--- src/rtl/stopwatch_ctrl.sv ---
// Stopwatch control sequencer: debounces the start/stop and lap/reset buttons and
// runs the IDLE/RUN/PAUSE/LAP machine that drives the counter and display path.
module stopwatch_ctrl #(
  parameter int DEBOUNCE_MS = 20,
  parameter int HOLD_MS     = 3000,
  parameter int LAP_MAX     = 9
) (
  input  logic       clock_1kHz,
  input  logic       resetn,
  input  logic       btn_start_stop,
  input  logic       btn_lap_reset,
  input  logic       mode_active,
  output logic       enable_swt,
  output logic       swt_resetn,
  output logic       lap_capture,
  output logic       display_hold,
  output logic [3:0] lap_count,
  output logic [1:0] state
);

  localparam int DW = $clog2(DEBOUNCE_MS + 1);
  localparam int HW = ($clog2(HOLD_MS) > 12) ? $clog2(HOLD_MS) : 12;

  typedef enum logic [1:0] {
    IDLE  = 2'b00,
    RUN   = 2'b01,
    PAUSE = 2'b10,
    LAP   = 2'b11
  } state_t;

  // Bit 0 is the start/stop button, bit 1 the lap/reset button.
  logic [1:0]    raw;
  logic [1:0]    sync1;
  logic [1:0]    sync2;
  logic [1:0]    acc;
  logic [1:0]    acc_d;
  logic [1:0]    ev;
  logic [DW-1:0] deb_cnt [2];

  assign raw = {btn_lap_reset, btn_start_stop};

  always_ff @(posedge clock_1kHz or negedge resetn) begin
    if (!resetn) begin
      sync1      <= '0;
      sync2      <= '0;
      acc        <= '0;
      acc_d      <= '0;
      deb_cnt[0] <= '0;
      deb_cnt[1] <= '0;
    end else begin
      sync1 <= raw;
      sync2 <= sync1;
      acc_d <= acc;
      for (int i = 0; i < 2; i++) begin
        if (sync2[i] == acc[i]) begin
          deb_cnt[i] <= '0;
        end else if (deb_cnt[i] == DW'(DEBOUNCE_MS - 1)) begin
          // This edge is the DEBOUNCE_MS-th consecutive mismatch.
          deb_cnt[i] <= '0;
          acc[i]     <= ~acc[i];
        end else begin
          deb_cnt[i] <= deb_cnt[i] + 1'b1;
        end
      end
    end
  end

  assign ev = acc & ~acc_d;

  logic start_ev;
  logic lap_ev;

  // Start/stop takes priority; everything is dropped outside stopwatch mode.
  assign start_ev = ev[0] & mode_active;
  assign lap_ev   = ev[1] & mode_active & ~ev[0];

  state_t        state_q;
  state_t        state_n;
  logic          capture;
  logic          clear;
  logic [HW-1:0] hold_cnt;
  logic          hold_done;

  assign hold_done = (hold_cnt == HW'(HOLD_MS - 1));

  always_comb begin
    state_n = state_q;
    capture = 1'b0;
    clear   = 1'b0;
    case (state_q)
      IDLE: begin
        if (start_ev) state_n = RUN;
      end
      RUN: begin
        if (start_ev) begin
          state_n = PAUSE;
        end else if (lap_ev) begin
          state_n = LAP;
          capture = 1'b1;
        end
      end
      LAP: begin
        if (start_ev) begin
          state_n = PAUSE;
        end else if (lap_ev) begin
          capture = 1'b1;
        end else if (hold_done) begin
          state_n = RUN;
        end
      end
      PAUSE: begin
        if (start_ev) begin
          state_n = RUN;
        end else if (lap_ev) begin
          state_n = IDLE;
          clear   = 1'b1;
        end
      end
      default: state_n = IDLE;
    endcase
  end

  always_ff @(posedge clock_1kHz or negedge resetn) begin
    if (!resetn) begin
      state_q      <= IDLE;
      enable_swt   <= 1'b0;
      swt_resetn   <= 1'b1;
      lap_capture  <= 1'b0;
      display_hold <= 1'b0;
      lap_count    <= '0;
      hold_cnt     <= '0;
    end else begin
      state_q      <= state_n;
      enable_swt   <= (state_n == RUN) || (state_n == LAP);
      display_hold <= (state_n == LAP);
      lap_capture  <= capture;
      swt_resetn   <= ~clear;
      if (clear) begin
        lap_count <= '0;
      end else if (capture && (lap_count < 4'(LAP_MAX))) begin
        lap_count <= lap_count + 1'b1;
      end
      if (capture) begin
        hold_cnt <= '0;
      end else if (state_q == LAP) begin
        hold_cnt <= hold_cnt + 1'b1;
      end
    end
  end

  assign state = state_q;

endmodule

--- config.mk ---
export PLATFORM = sky130hd
export DESIGN_NAME = stopwatch_ctrl
export DESIGN_NICKNAME = d
export VERILOG_FILES = /design/src/rtl/stopwatch_ctrl.sv
export SDC_FILE = /design/constraint.sdc
export NUM_CORES = 1
export LEC_CHECK = 0
export CELL_PAD_IN_SITES_DETAIL_PLACEMENT = 1
export CELL_PAD_IN_SITES_GLOBAL_PLACEMENT = 1
export CORE_MARGIN = 2
export CORE_UTILIZATION = 34
export CTS_CLUSTER_DIAMETER = 120
export CTS_CLUSTER_SIZE = 25
export DETAILED_ROUTE_END_ITERATION = 10
export GPL_TIMING_DRIVEN = 0
export PLACE_DENSITY = 0.69
export SLEW_MARGIN = 20
export SYNTH_ARGS = -nofsm -noshare
export SYNTH_HDL_FRONTEND = slang
export SYNTH_SLANG_ARGS = --single-unit
--- constraint.sdc ---
create_clock -name clock_1kHz -period 1.6 [get_ports clock_1kHz]
set_input_delay 0.4 -clock clock_1kHz [delete_from_list [all_inputs] [get_ports clock_1kHz]]
set_output_delay 0.4 -clock clock_1kHz [all_outputs]
set_load 0.005 [all_outputs]
# Yosys cells after proc, flatten, opt, wreduce, memory -nomap -nowiden
# Index checks and enable logic that the tools add are counted.
# op_classes
n_addsub,4
magnitude_cmp,1
eq_ne,10
muxes,21
bitwise,11
n_reduce_logical,8
# ops
operator,count
$mux 12,2
$mux 5,4
$mux 2,8
$add 12x1->12 const B,1
$eq 12x12->1 const B,1
$add 5x1->5 const B,2
$eq 5x5->1 const B,2
$mux 4,2
$pmux 2 s4,1
$eq 2x2->1 const B,3
$not 1->1,6
$add 4x1->4 const B,1
$eq 2x1->1 const B,2
$lt 4x4->1 const B,1
$mux 1,4
$reduce_and 2->1,2
$reduce_bool 2->1,2
$and 1x1->1,3
$and 2x2->2,1
$eq 1x1->1,2
$logic_not 2->1,1
$not 2->2,1
$reduce_or 2->1,1
$logic_and 1x1->1,1
$logic_or 1x1->1,1
# word_totals
register_bits,40
input_bits,5
output_inout_bits,10
word_cells,69

# Logic depth before layout (Yosys ltp)
# logic_depth
depth_word,10
depth_mapped,6
ltp_nobuf,6

# Worst setup path before layout
# OpenSTA, ideal clock, no wires.
# synth_timing
path_kind,register -> register
start,reg hold_cnt[3]
end,reg display_hold
setup_time_ns,0.125
arrival_ns,1.429
required_ns,1.475
slack_ns,0.046
path_stages_with_launch,5
path_buffers,0
synth_period_minus_slack_ns,1.554
path_cell_list,dfrtp_1 -> or4b_1 -> or4_1 -> nand3_1 -> a21boi_1
# synth_via
elab_chain_len,6
# synth_rtl
element,line,rtl
from (decl),81,logic [HW-1:0] hold_cnt;
from (signal assigned),146,hold_cnt <= hold_cnt + 1'b1;
$eq 12x12->1,84,assign hold_done = (hold_cnt == HW'(HOLD_MS - 1));
$mux 2,107,end else if (hold_done) begin
$mux 2,105,end else if (lap_ev) begin
$mux 2,103,if (start_ev) begin
$pmux 2 s4,90,case (state_q)
$eq 2x2->1,135,display_hold <= (state_n == LAP);
to (signal assigned),135,
to (decl),16,"output logic display_hold,"
# Every way passes these cells.
# A chain may end at the register's enable or synchronous reset.

# Worst setup path in the final report
# layout_timing
start,reg hold_cnt[6]
end,reg state_q[1] (netlist: state[1])
# layout_via
elab_chain_len,5
# layout_rtl
element,line,rtl
$eq 12x12->1,84,
$mux 2,107,
$mux 2,105,
$mux 2,103,
$pmux 2 s4,90,
net state_n[1],78,state_t state_n;
to (signal assigned),133,state_q <= state_n;
to (decl),77,state_t state_q;
# The timed path passes the listed nets, and every way through them passes these cells.

==> flow_metrics.py <==
metrics = {
    "logic_synthesis": {
        "syn-instance-count": 165,
        "netlist_area_um2": 1760,
        "synth_cell_type_count": 35,
        "ys_seq_area_frac": 0.568,
        "synth_fp_nets": 175,
        "yosysWarnings": 0,
        "ys_seq_elements": 40,
        "synth.avg_cell_area_um2": 10.7,
    },
    "cts": {
        "cts_made_buffers": 5,
        "clkTransAtPathRegs_ps": 80,
        "hold_buffers": 0,
        "root_buffer": "clkbuf_8",
        "cts_sinks": 40,
        "clk_path_buf_depth": 2,
        "htree_levels": 2,
        "insertion_delay_ps": 290,
        "cts_tree": "done",
    },
    "timing": {
        "setup_viol": 0,
        "holdWs_ps": 50.1,
        "fmax_mhz": 627,
        "finalMaxSlewViolations": 0,
        "clock_skew_ps": 8.45,
        "tightestPinTransition_ps": 462,
        "setup_tns_ps": 0,
        "rsz0062_at_grt": "yes",
        "fin_crit_ps": 1590,
        "fin_ws_ps": 6.35,
        "maxSlewHeadroom": 0.692,
        "finalCritPeriodShare": 0.996,
        "hold_viol": 0,
    },
    "worst_setup_path": {
        "r2r_cells": 4,
        "rrSetupSlack_ps": 6,
        "crit_type": "flip-flop to flip-flop",
        "start_kind": "flip-flop",
        "cp_data_required_time_ps": 1770,
        "cp.arrival_ps": 1770,
        "crit_path_end_kind": "flip-flop",
        "timing.rr.start": "hold_cnt[6]",
        "crit_path_max_fanout": 2,
        "r2r_end": "state[1]",
    },
    "global_routing": {
        "top_usage_layer": "met2",
        "met2_usage": 0.245,
        "grt_pass1_vias": 1393,
        "grtUsageTotal": 0.139,
        "grt_max_degree": 24,
        "grt_remaining_overflow": 0,
        "grt_pass1_wl_um": 6420,
        "grt.met3_usage": 0.0427,
        "use_met1": 0.156,
        "antenna_found_initial": 0,
    },
    "detailed_routing": {
        "ant_nets": 0,
        "vias": 1269,
        "drtPass1Iterations": 4,
        "drt-initial-drc-count": 37,
        "wl_per_cell_um": 13.4,
        "vias_per_cell": 4.81,
        "routed_wl_um": 3540,
        "drc": 0,
    },
    "min_path": {
        "hp-class": "primary input to asynchronous set/reset pin",
    },
    "power_and_ir_drop": {
        "p_sw_uw": 384,
        "p_seq_frac": 0.581,
        "peakVddDrop_mv": 0.427,
        "power.leakage_nw": 1.02,
        "p_clk_frac": 0.382,
        "powerDensity_nw_per_um2": 823,
        "swShare": 0.215,
        "comb_power_share": 0.037,
        "intPower_mw": 1.41,
    },
    "die": {
        "die-width_um": 76.0,
        "start_util": 0.350,
        "die_area_um2": 5780,
        "core_um2": 5040,
        "fp-row-count": 26,
        "ios": 15,
        "die_h_um": 76.0,
    },
    "place": {
        "hpwlAfterDp_um": 2510,
        "gp_congestion": 0.790,
        "place_worst_setup_slack_ps": -404,
        "placed_cell_area_um2": 2010,
        "port_buffers": 14,
    },
    "final_layout": {
        "nets": 203,
        "nFillCells": 567,
        "area_delta_synth_final_pct": 23.3,
        "drive_gt1_frac": 0.129,
        "antenna_cells": 0,
        "finish.instance_area_um2": 2180,
    },
    "run_status": {
        "outcome": "completed",
    },
    "run": {
        "maxCapViolations": 0,
    },
}
## worst max-delay path: stages (launching register included)
cell     delay (ps)
dfrtp_1         380
or4b_1          510
or4_4           430
nand3_2         100
nand2_1          60
## how the worst max path moves through the flow
stage                      startpoint      endpoint  slack (ps)  depth (start not counted)
final                     hold_cnt[6]      state[1]           6                          4
after global routing         state[1]  hold_cnt[10]         -60                          5
after CTS                 hold_cnt[3]      state[1]         0.2                          4
after detailed placement  mode_active  hold_cnt[10]        -400                          5
after global placement         resetn    deb_cnt[1]        -840                          1
after floorplan           hold_cnt[3]  display_hold          50                          4
## power groups by stage
stage	sequential [mW]	combinational, mW	clock [mW]
3_3_place_gp	1.06	0.0570	0
3_5_place_dp	1.06	0.0689	0
5_1_grt	1.04	0.0765	0.770
6_report	1.04	0.0653	0.684
4_1_cts	1.04	0.0690	0.714
2_1_floorplan	1.06	0.0231	0
## cell usage after synthesis (all sizes together)
| cell | count | area share |
|---|---|---|
| xor2 | 6 | 0.030 |
| nand4 | 5 | 0.018 |
| or4b | 1 | 0.0057 |
| clkbuf | 1 | 0.0021 |
| o22ai | 2 | 0.0071 |
| dfrtp | 39 | 0.55 |
| dfstp | 1 | 0.015 |
| nand3 | 12 | 0.034 |
| a21oi | 2 | 0.0057 |
| o32ai | 1 | 0.0050 |
| nor2 | 23 | 0.049 |
| nor3 | 4 | 0.011 |
| and2 | 3 | 0.011 |
| nor4b | 1 | 0.0050 |
| o21ai | 6 | 0.017 |
| a22o | 2 | 0.0099 |
| a221o | 1 | 0.0057 |
| or4 | 1 | 0.0043 |
| ha | 5 | 0.035 |
| buf | 2 | 0.0057 |
| mux2 | 2 | 0.013 |
| or2 | 1 | 0.0035 |
| and2b | 1 | 0.0043 |
| o21bai | 1 | 0.0043 |
| and3 | 1 | 0.0035 |
| nand2 | 13 | 0.028 |
| inv | 4 | 0.0085 |
| nor4 | 3 | 0.011 |
| xnor2 | 14 | 0.070 |
| o31ai | 1 | 0.0043 |
| nor2b | 2 | 0.0071 |
| a21boi | 1 | 0.0043 |
| or3 | 1 | 0.0035 |
| nand2b | 2 | 0.0071 |
## flip-flops by register name, indices dropped and copies added (netlist names)
name and flops:
lap_count 4, acc_d 2, hold_cnt 12, enable_swt 1, state 2, acc 2, lap_capture 1, display_hold 1
sync1 2, deb_cnt 10, sync2 2, swt_resetn 1
## logic make-up after synthesis
logic type / after synthesis / share of synthesized area
and+or+nand+nor: 74 / 0.205
AOI/OAI and AO/OA: 17 / 0.0631
DFF: 40 / 0.568
adders and majority gates: 5 / 0.0355
buffers and inverters: 7 / 0.0163
muxes: 2 / 0.0128
xor gates and xnor gates: 20 / 0.0993
## stage by stage
stage	std cells	utilization	total power, mW
finish	264	0.432	1.79
global placement	249	0.395	1.12
CTS	263	0.427	1.82
detailed placement	250	0.400	1.13
global route	264	0.432	1.89
floorplan	165	-	1.08
## repair_timing
| item | 4_1_cts | 5_1_grt |
|---|---|---|
| endpoints found under the setup margin | 18 | 16 |
| endpoints found under the hold margin | 0 | 0 |
| gates resized for setup | 8 | 8 |
| pin swaps | 1 | 1 |
| setup buffers | 5 | 1 |
## cell type report
type / count / area, um2 / share of cell area
inverter: 4 / 15.0 / 0.00690
clock inverter: 1 / 7.51 / 0.00345
buffer: 3 / 15.0 / 0.00690
tap: 70 / 87.6 / 0.0403
clock buffer: 7 / 86.3 / 0.0397
timing repair buffer: 21 / 210 / 0.0966
multi-input combinational: 118 / 751 / 0.345
sequential: 40 / 1000 / 0.461
## layer usage
layer / routed length [um] / vias to the layer above
met5: 0 / -
met4: 52 / 0
met3: 117 / 6
met2: 1840 / 19
met1: 1530 / 623
li1: - / 621
## cells in the final DEF (no fill, tap or decap), types with 5 or more instances in the layout
cell type and n:
ha_1 5, clkdlybuf4s50_1 6, nand2_1 13, clkbuf_8 6, nand4_1 5, dfrtp_1 38, nor2_1 22, nand3_1 11
xor2_1 6, buf_4 6, xnor2_1 14
(Power assumes the default switching activity.)
